File: config.mk
export PLATFORM = sky130hd
export DESIGN_NAME = pwm_capture
export DESIGN_NICKNAME = d
export VERILOG_FILES = /design/src/rtl/pwm_pkg.sv /design/src/rtl/pwm_isqrt.sv /design/src/rtl/pwm_capture.sv
export SDC_FILE = /design/constraint.sdc
export NUM_CORES = 1
export LEC_CHECK = 0
export CELL_PAD_IN_SITES_DETAIL_PLACEMENT = 1
export CELL_PAD_IN_SITES_GLOBAL_PLACEMENT = 2
export CORE_MARGIN = 1
export CORE_UTILIZATION = 35
export DETAILED_ROUTE_END_ITERATION = 10
export MAX_ROUTING_LAYER = met4
export PLACE_DENSITY = 0.84
export SLEW_MARGIN = 20
export SYNTH_ARGS = -nofsm -noshare
export SYNTH_HDL_FRONTEND = slang
export SYNTH_SLANG_ARGS = --single-unit
File: constraint.sdc
create_clock -name clk_1m -period 2.5 [get_ports clk_1m]
set_input_delay 0.25 -clock clk_1m [delete_from_list [all_inputs] [get_ports clk_1m]]
set_output_delay 0.25 -clock clk_1m [all_outputs]
set_load 0.05 [all_outputs]
File: src/rtl/pwm_pkg.sv
// Shared definitions for the PWM capture block: FSM state encoding,
// default counter width and the square table used by the duty-level decode.
package pwm_pkg;

    // Default width of the period / high-time / low-time counters
    localparam int CNT_W_DEF = 10;

    // Width of the decoded duty level and number of square-table entries
    localparam int LVL_W = 4;
    localparam int SQ_N  = 16;

    // Measurement FSM states
    typedef enum logic [1:0] {
        ST_IDLE = 2'd0,
        ST_HIGH = 2'd1,
        ST_LOW  = 2'd2
    } pwm_state_t;

    // Squares of 0..15; entry n holds n*n (index 0 is the rightmost element)
    localparam logic [SQ_N-1:0][7:0] SQ_TABLE = {
        8'd225, 8'd196, 8'd169, 8'd144,
        8'd121, 8'd100, 8'd81,  8'd64,
        8'd49,  8'd36,  8'd25,  8'd16,
        8'd9,   8'd4,   8'd1,   8'd0
    };

endpackage

File: src/rtl/pwm_isqrt.sv
// Combinational integer square root, clipped to 0..15: returns the largest
// n with n*n <= x by comparing x against every entry of the square table.
module pwm_isqrt
    import pwm_pkg::*;
#(
    parameter int CNT_W = CNT_W_DEF
)(
    input  logic [CNT_W-1:0] x,
    output logic [LVL_W-1:0] root
);

    // Compare at no less than 8 bits so every table entry fits
    localparam int CMP_W = (CNT_W > 8) ? CNT_W : 8;

    logic [CMP_W-1:0] x_ext;
    logic [SQ_N-1:0]  ge;

    assign x_ext = CMP_W'(x);

    // One comparator per table entry; the result is a thermometer code
    genvar gi;
    generate
        for (gi = 0; gi < SQ_N; gi++) begin : g_cmp
            assign ge[gi] = (x_ext >= CMP_W'(SQ_TABLE[gi]));
        end
    endgenerate

    // Pick the highest entry that is still <= x
    always_comb begin
        root = '0;
        for (int i = 0; i < SQ_N; i++) begin
            if (ge[i]) begin
                root = LVL_W'(i);
            end
        end
    end

endmodule

File: src/rtl/pwm_capture.sv
// PWM capture: synchronizes an asynchronous PWM line, measures high time,
// low time and period in clk_1m cycles, and publishes them with a decoded
// duty level (integer square root of the low time) once per full period.
// Optional build macro PWM_CAPTURE_TIMEOUT_EN adds an edge timer that flags
// a stuck line after TIMEOUT_CYC cycles without an edge.
module pwm_capture
    import pwm_pkg::*;
#(
    parameter int CNT_W       = CNT_W_DEF,
    parameter int TIMEOUT_CYC = 1000
)(
    input  logic             clk_1m,
    input  logic             rst,
    input  logic             pwm_in,
    output logic [CNT_W-1:0] period,
    output logic [CNT_W-1:0] high_cnt,
    output logic [CNT_W-1:0] low_cnt,
    output logic [3:0]       level,
    output logic             meas_valid,
    output logic             stuck,
    output logic             stuck_level
);

    localparam logic [CNT_W-1:0] CNT_MAX = '1;
    localparam logic [CNT_W-1:0] CNT_ONE = CNT_W'(1);

    // Input conditioning
    logic sync1_reg;
    logic sync2_reg;
    logic prev_reg;
    logic rise_reg;
    logic fall_reg;

    // Measurement FSM and running counters
    pwm_state_t       state_reg;
    pwm_state_t       state_next;
    logic [CNT_W-1:0] high_ctr_reg;
    logic [CNT_W-1:0] high_ctr_next;
    logic [CNT_W-1:0] low_ctr_reg;
    logic [CNT_W-1:0] low_ctr_next;
    logic             publish;
    logic             timeout_fire;

    // Published results
    logic [CNT_W-1:0] period_reg;
    logic [CNT_W-1:0] high_cnt_reg;
    logic [CNT_W-1:0] low_cnt_reg;
    logic [LVL_W-1:0] level_reg;
    logic             meas_valid_reg;

    // Derived values
    logic [CNT_W:0]   period_sum;
    logic [CNT_W-1:0] period_sat;
    logic [LVL_W-1:0] level_calc;

    // Two-flop synchronizer followed by a registered edge detector
    always_ff @(posedge clk_1m or negedge rst) begin
        if (!rst) begin
            sync1_reg <= 1'b0;
            sync2_reg <= 1'b0;
            prev_reg  <= 1'b0;
            rise_reg  <= 1'b0;
            fall_reg  <= 1'b0;
        end else begin
            sync1_reg <= pwm_in;
            sync2_reg <= sync1_reg;
            prev_reg  <= sync2_reg;
            rise_reg  <= sync2_reg & ~prev_reg;
            fall_reg  <= ~sync2_reg & prev_reg;
        end
    end

`ifdef PWM_CAPTURE_TIMEOUT_EN
    localparam int               TMR_W      = $clog2(TIMEOUT_CYC + 1);
    localparam logic [TMR_W-1:0] TMR_LIMIT  = TMR_W'(TIMEOUT_CYC);
    localparam logic [TMR_W-1:0] TMR_BEFORE = TMR_W'(TIMEOUT_CYC - 1);

    logic [TMR_W-1:0] tmr_reg;
    logic             any_edge;
    logic             stuck_reg;
    logic             stuck_level_reg;

    assign any_edge = rise_reg | fall_reg;

    // Fires exactly once, on the cycle the timer steps onto the limit
    assign timeout_fire = !any_edge && (tmr_reg == TMR_BEFORE);

    // Edge timer: cleared by any edge, otherwise counts up and parks at the limit
    always_ff @(posedge clk_1m or negedge rst) begin
        if (!rst) begin
            tmr_reg <= '0;
        end else if (any_edge) begin
            tmr_reg <= '0;
        end else if (tmr_reg != TMR_LIMIT) begin
            tmr_reg <= tmr_reg + 1'b1;
        end
    end

    // Stuck flag: set with the line value on timeout, cleared by the next publish
    always_ff @(posedge clk_1m or negedge rst) begin
        if (!rst) begin
            stuck_reg       <= 1'b0;
            stuck_level_reg <= 1'b0;
        end else if (publish) begin
            stuck_reg <= 1'b0;
        end else if (timeout_fire) begin
            stuck_reg       <= 1'b1;
            stuck_level_reg <= sync2_reg;
        end
    end

    assign stuck       = stuck_reg;
    assign stuck_level = stuck_level_reg;
`else
    assign timeout_fire = 1'b0;
    assign stuck        = 1'b0;
    assign stuck_level  = 1'b0;
`endif

    // FSM state register
    always_ff @(posedge clk_1m or negedge rst) begin
        if (!rst) begin
            state_reg <= ST_IDLE;
        end else begin
            state_reg <= state_next;
        end
    end

    // Next-state logic; a timeout always sends the FSM back to idle
    always_comb begin
        state_next = state_reg;
        if (timeout_fire) begin
            state_next = ST_IDLE;
        end else begin
            case (state_reg)
                ST_IDLE: if (rise_reg) state_next = ST_HIGH;
                ST_HIGH: if (fall_reg) state_next = ST_LOW;
                ST_LOW:  if (rise_reg) state_next = ST_HIGH;
                default: state_next = ST_IDLE;
            endcase
        end
    end

    // Counter updates and publish strobe; the edge cycle itself is not counted,
    // so a counter started at 1 ends equal to the phase length in cycles
    always_comb begin
        high_ctr_next = high_ctr_reg;
        low_ctr_next  = low_ctr_reg;
        publish       = 1'b0;
        if (timeout_fire) begin
            high_ctr_next = '0;
            low_ctr_next  = '0;
        end else begin
            case (state_reg)
                ST_IDLE: begin
                    if (rise_reg) begin
                        high_ctr_next = CNT_ONE;
                    end
                end
                ST_HIGH: begin
                    if (fall_reg) begin
                        low_ctr_next = CNT_ONE;
                    end else if (high_ctr_reg != CNT_MAX) begin
                        high_ctr_next = high_ctr_reg + 1'b1;
                    end
                end
                ST_LOW: begin
                    if (rise_reg) begin
                        publish       = 1'b1;
                        high_ctr_next = CNT_ONE;
                    end else if (low_ctr_reg != CNT_MAX) begin
                        low_ctr_next = low_ctr_reg + 1'b1;
                    end
                end
                default: begin
                    high_ctr_next = '0;
                    low_ctr_next  = '0;
                end
            endcase
        end
    end

    // Running high / low counters
    always_ff @(posedge clk_1m or negedge rst) begin
        if (!rst) begin
            high_ctr_reg <= '0;
            low_ctr_reg  <= '0;
        end else begin
            high_ctr_reg <= high_ctr_next;
            low_ctr_reg  <= low_ctr_next;
        end
    end

    // Saturating period = high + low
    assign period_sum = {1'b0, high_ctr_reg} + {1'b0, low_ctr_reg};
    assign period_sat = period_sum[CNT_W] ? CNT_MAX : period_sum[CNT_W-1:0];

    // Duty level decode of the low time being published
    pwm_isqrt #(
        .CNT_W (CNT_W)
    ) u_isqrt (
        .x    (low_ctr_reg),
        .root (level_calc)
    );

    // Result registers: updated on publish, level forced on a stuck line
    always_ff @(posedge clk_1m or negedge rst) begin
        if (!rst) begin
            period_reg     <= '0;
            high_cnt_reg   <= '0;
            low_cnt_reg    <= '0;
            level_reg      <= '0;
            meas_valid_reg <= 1'b0;
        end else begin
            meas_valid_reg <= publish;
            if (publish) begin
                period_reg   <= period_sat;
                high_cnt_reg <= high_ctr_reg;
                low_cnt_reg  <= low_ctr_reg;
                level_reg    <= level_calc;
            end else if (timeout_fire) begin
                level_reg <= sync2_reg ? LVL_W'(0) : LVL_W'(15);
            end
        end
    end

    assign period     = period_reg;
    assign high_cnt   = high_cnt_reg;
    assign low_cnt    = low_cnt_reg;
    assign level      = level_reg;
    assign meas_valid = meas_valid_reg;

endmodule

==> out/qor.csv <==
metric,value,unit
core area,9328,um^2
"Seq/Total Area, Yosys",0.4566,
crit path time final,2.303,ns
Critical Path Sink Type,flop,
Initial DRC Count,73,
ratio of cells with drive above 1 in the final layout,0.1060,
Root Buffer,clkbuf_8,
Synth Instances,368,
n_diodes,0,
clk_lat worst skew,0.34,ns
Post-DRT Antenna Nets,0,
critical path arrival,2.58,ns
Setup CP Type,reg2reg,
routed len/inst,15.97,um
kind of start point of the critical path,flop,
setup_tns,0,ns
Via density,5.244,
first-pass GRT wire length,14.77,mm
layout net count,435,
I/O pins,40,
Final Setup Violations,0,
max-slew violation count,0,
number of library cell types mapped by synthesis,58,
GRT overflow,0,
DIE AREA,10110,um^2
Post-DP HPWL,6.370,mm
post-placement setup slack,0.1340,ns
status,finished clean,
ys async rst share,1.000,
Total GRT Usage,0.1965,
Tightest Pin Transition,0.7510,ns
row count,35,
P per Cell Area,918.5,nW/um^2
H-tree Lvls,3,
RSZ-0062 raised after global routing,no,
final hold slack,0.3523,ns
Port Buf Inserts,37,
number of synthesized flops with an enable pin,0,
Static Leak,1.881,nW
P&R area growth vs syn,21.47,%
max cap viols,0,
"Hold Violations, Final",0,
Die X-Extent,100.5,um
routed wire length,8.690,mm
Crit path max-delay family,compound AO/OA/AOI/OAI gates,
pin count of the biggest net entering global routing,33,
number of global-route vias before repair,2932,
final period utilization,0.9212,
CP max-delay cell,dfrtp_1,
max frequency,434.2,MHz
Buffers & Inverters on Critical Path,2,
setup ws final,0.1971,ns
FILL cells,1109,
die height,100.5,um
"slowest stage delay, CP",0.45,ns
initial antenna violation count,0,
max_slew headroom,0.4993,
CTS tree,done,
total power,3.791,mW
Hold WC Path Type,reg2reg,
routed via count,2853,
utilization after layout,0.4425,
Worst Path Required,2.78,ns
register clock-pin slew on the reported worst setup and hold paths,0.07,ns
"FF+latch count, synth",62,
skew final,0.005014,ns
routability congestion estimate,0.8042,
Residual DRC,0,
Starting Density,0.3643,
CTS Buffer Depth,2,
CTS sink count,62,
Yosys warning count,0,
"Top FF cell, synth",dfrtp_1,
"Avg Cell Area, Syn",9.234,um^2
worst-path cell chain,ha_1 > inv_1 > fa_1 > nor2b_1 > o31a_1 > a41oi_1 > o211ai_2 > buf_4 > o22a_1,
maximum VDD drop,0.0003494,V
Crit Path Max Fanout,8,
netlist area before placement,3398,um^2
CTS buffer count,9,
TritonRoute pass-1 iters,4,
-- layer usage --
layer,routed length (um),vias to the layer above,share of wire,GRT usage
li1,-,1387,-,-
met1,4059,1405,0.47,0.2433
met2,4312,44,0.50,0.3246
met3,171,17,0.020,0.02774
met4,147,0,0.017,0.07804
met5,0,-,0,-
-- cell usage after synthesis (all sizes together), types with 3 or more instances --
cell type	instances	area, um^2
or2	3	21.28
nand2	69	266.5
nor3	7	35.03
inv	14	52.55
o31ai	9	82.58
buf	8	48.79
and3	5	31.28
clkbuf	11	41.29
o21ai	40	200.2
nor2b	7	43.79
o211ai	3	27.52
nor2	18	67.56
o41ai	4	57.56
nand3	13	65.06
xnor2	4	35.03
a31oi	6	37.54
ha	18	225.2
o22a	10	87.58
nand2b	5	31.28
or3	6	42.54
a21oi	18	90.09
dfrtp	62	1551
-- area by class of cell --
| type | count | area, um^2 | area share |
|---|---|---|---|
| clock buffer | 11 | 151.4 | 0.03668 |
| clock inverter | 2 | 10.01 | 0.002425 |
| inverter | 14 | 52.55 | 0.01273 |
| multi-input combinational | 274 | 1708 | 0.4138 |
| sequential | 62 | 1551 | 0.3759 |
| tap | 129 | 161.4 | 0.03910 |
| timing repair buffer | 52 | 493.0 | 0.1194 |
-- cell usage in the layout (no fill, tap or decap), types with 2 or more instances in the layout --
cell type	instances
or3_1	5
nand2_1	68
a21oi_1	18
o31ai_1	6
o22a_1	10
ha_1	18
nor2_1	18
dfrtp_1	62
a41oi_1	2
clkbuf_8	11
inv_1	13
a21o_1	2
o21ai_0	35
a31oi_1	6
o41ai_2	3
clkinv_2	2
and3_1	5
buf_4	13
nor2b_1	7
nand2b_1	5
nand3_1	13
xnor2_1	4
o211ai_1	2
conb_1	2
clkdlybuf4s50_1	36
o22ai_1	2
nor3_1	7
a211oi_1	2
o31ai_2	3
o21ai_1	5
-- final timing paths --
check                                             end  cells past startpoint                   startpoint  slack, ns
worst min register to register    sync2_reg$_DFF_PN0_                      0          sync1_reg$_DFF_PN0_       0.35
worst max-delay path            period[5]$_DFFE_PN0P_                      9  high_ctr_reg[0]$_DFFE_PN0P_       0.20
worst max register to register  period[5]$_DFFE_PN0P_                      9  high_ctr_reg[0]$_DFFE_PN0P_       0.20
min in group asynchronous         sync2_reg$_DFF_PN0_                      2                          rst       0.51
worst min-delay path              sync2_reg$_DFF_PN0_                      0          sync1_reg$_DFF_PN0_       0.35
max in group asynchronous       period[7]$_DFFE_PN0P_                      3                          rst       1.36
-- report_power, final --
part           internal [mW]  leakage, nW  switching (mW)
combinational          0.619        0.975            1.09
sequential              1.19        0.820           0.122
clock                  0.394       0.0869           0.377
total                   2.20         1.88            1.59
-- cell families (layout without fill, tap and decap cells) --
| group | after synthesis | count (layout) | share of synthesized area |
|---|---|---|---|
| XOR/XNOR | 4 | 4 | 0.01031 |
| AND/OR/NAND/NOR | 137 | 137 | 0.1867 |
| other | 1 | 2 | 0.001104 |
| buffers and inverters | 33 | 79 | 0.04197 |
| AO/OA/AOI/OAI | 111 | 111 | 0.2279 |
| multiplexers | 1 | 1 | 0.003313 |
| flip-flops | 62 | 62 | 0.4566 |
| adder cells (fa/ha/maj) | 19 | 19 | 0.07217 |
-- metrics by stage --
stage | std cells | instance area, um^2
CTS | 543 | 4120
global placement | 529 | 3949
floorplan | 369 | 3402
finish | 544 | 4128
global route | 544 | 4128
detailed placement | 529 | 3949
-- what timing repair did --
action	4_1_cts	5_1_grt
setup buffers	0	1
gates resized for setup	0	0
hold buffers	1	0
hold endpoints to repair	30	0
setup endpoints to repair	0	8
No activity file was read; power rests on OpenSTA's default activity.
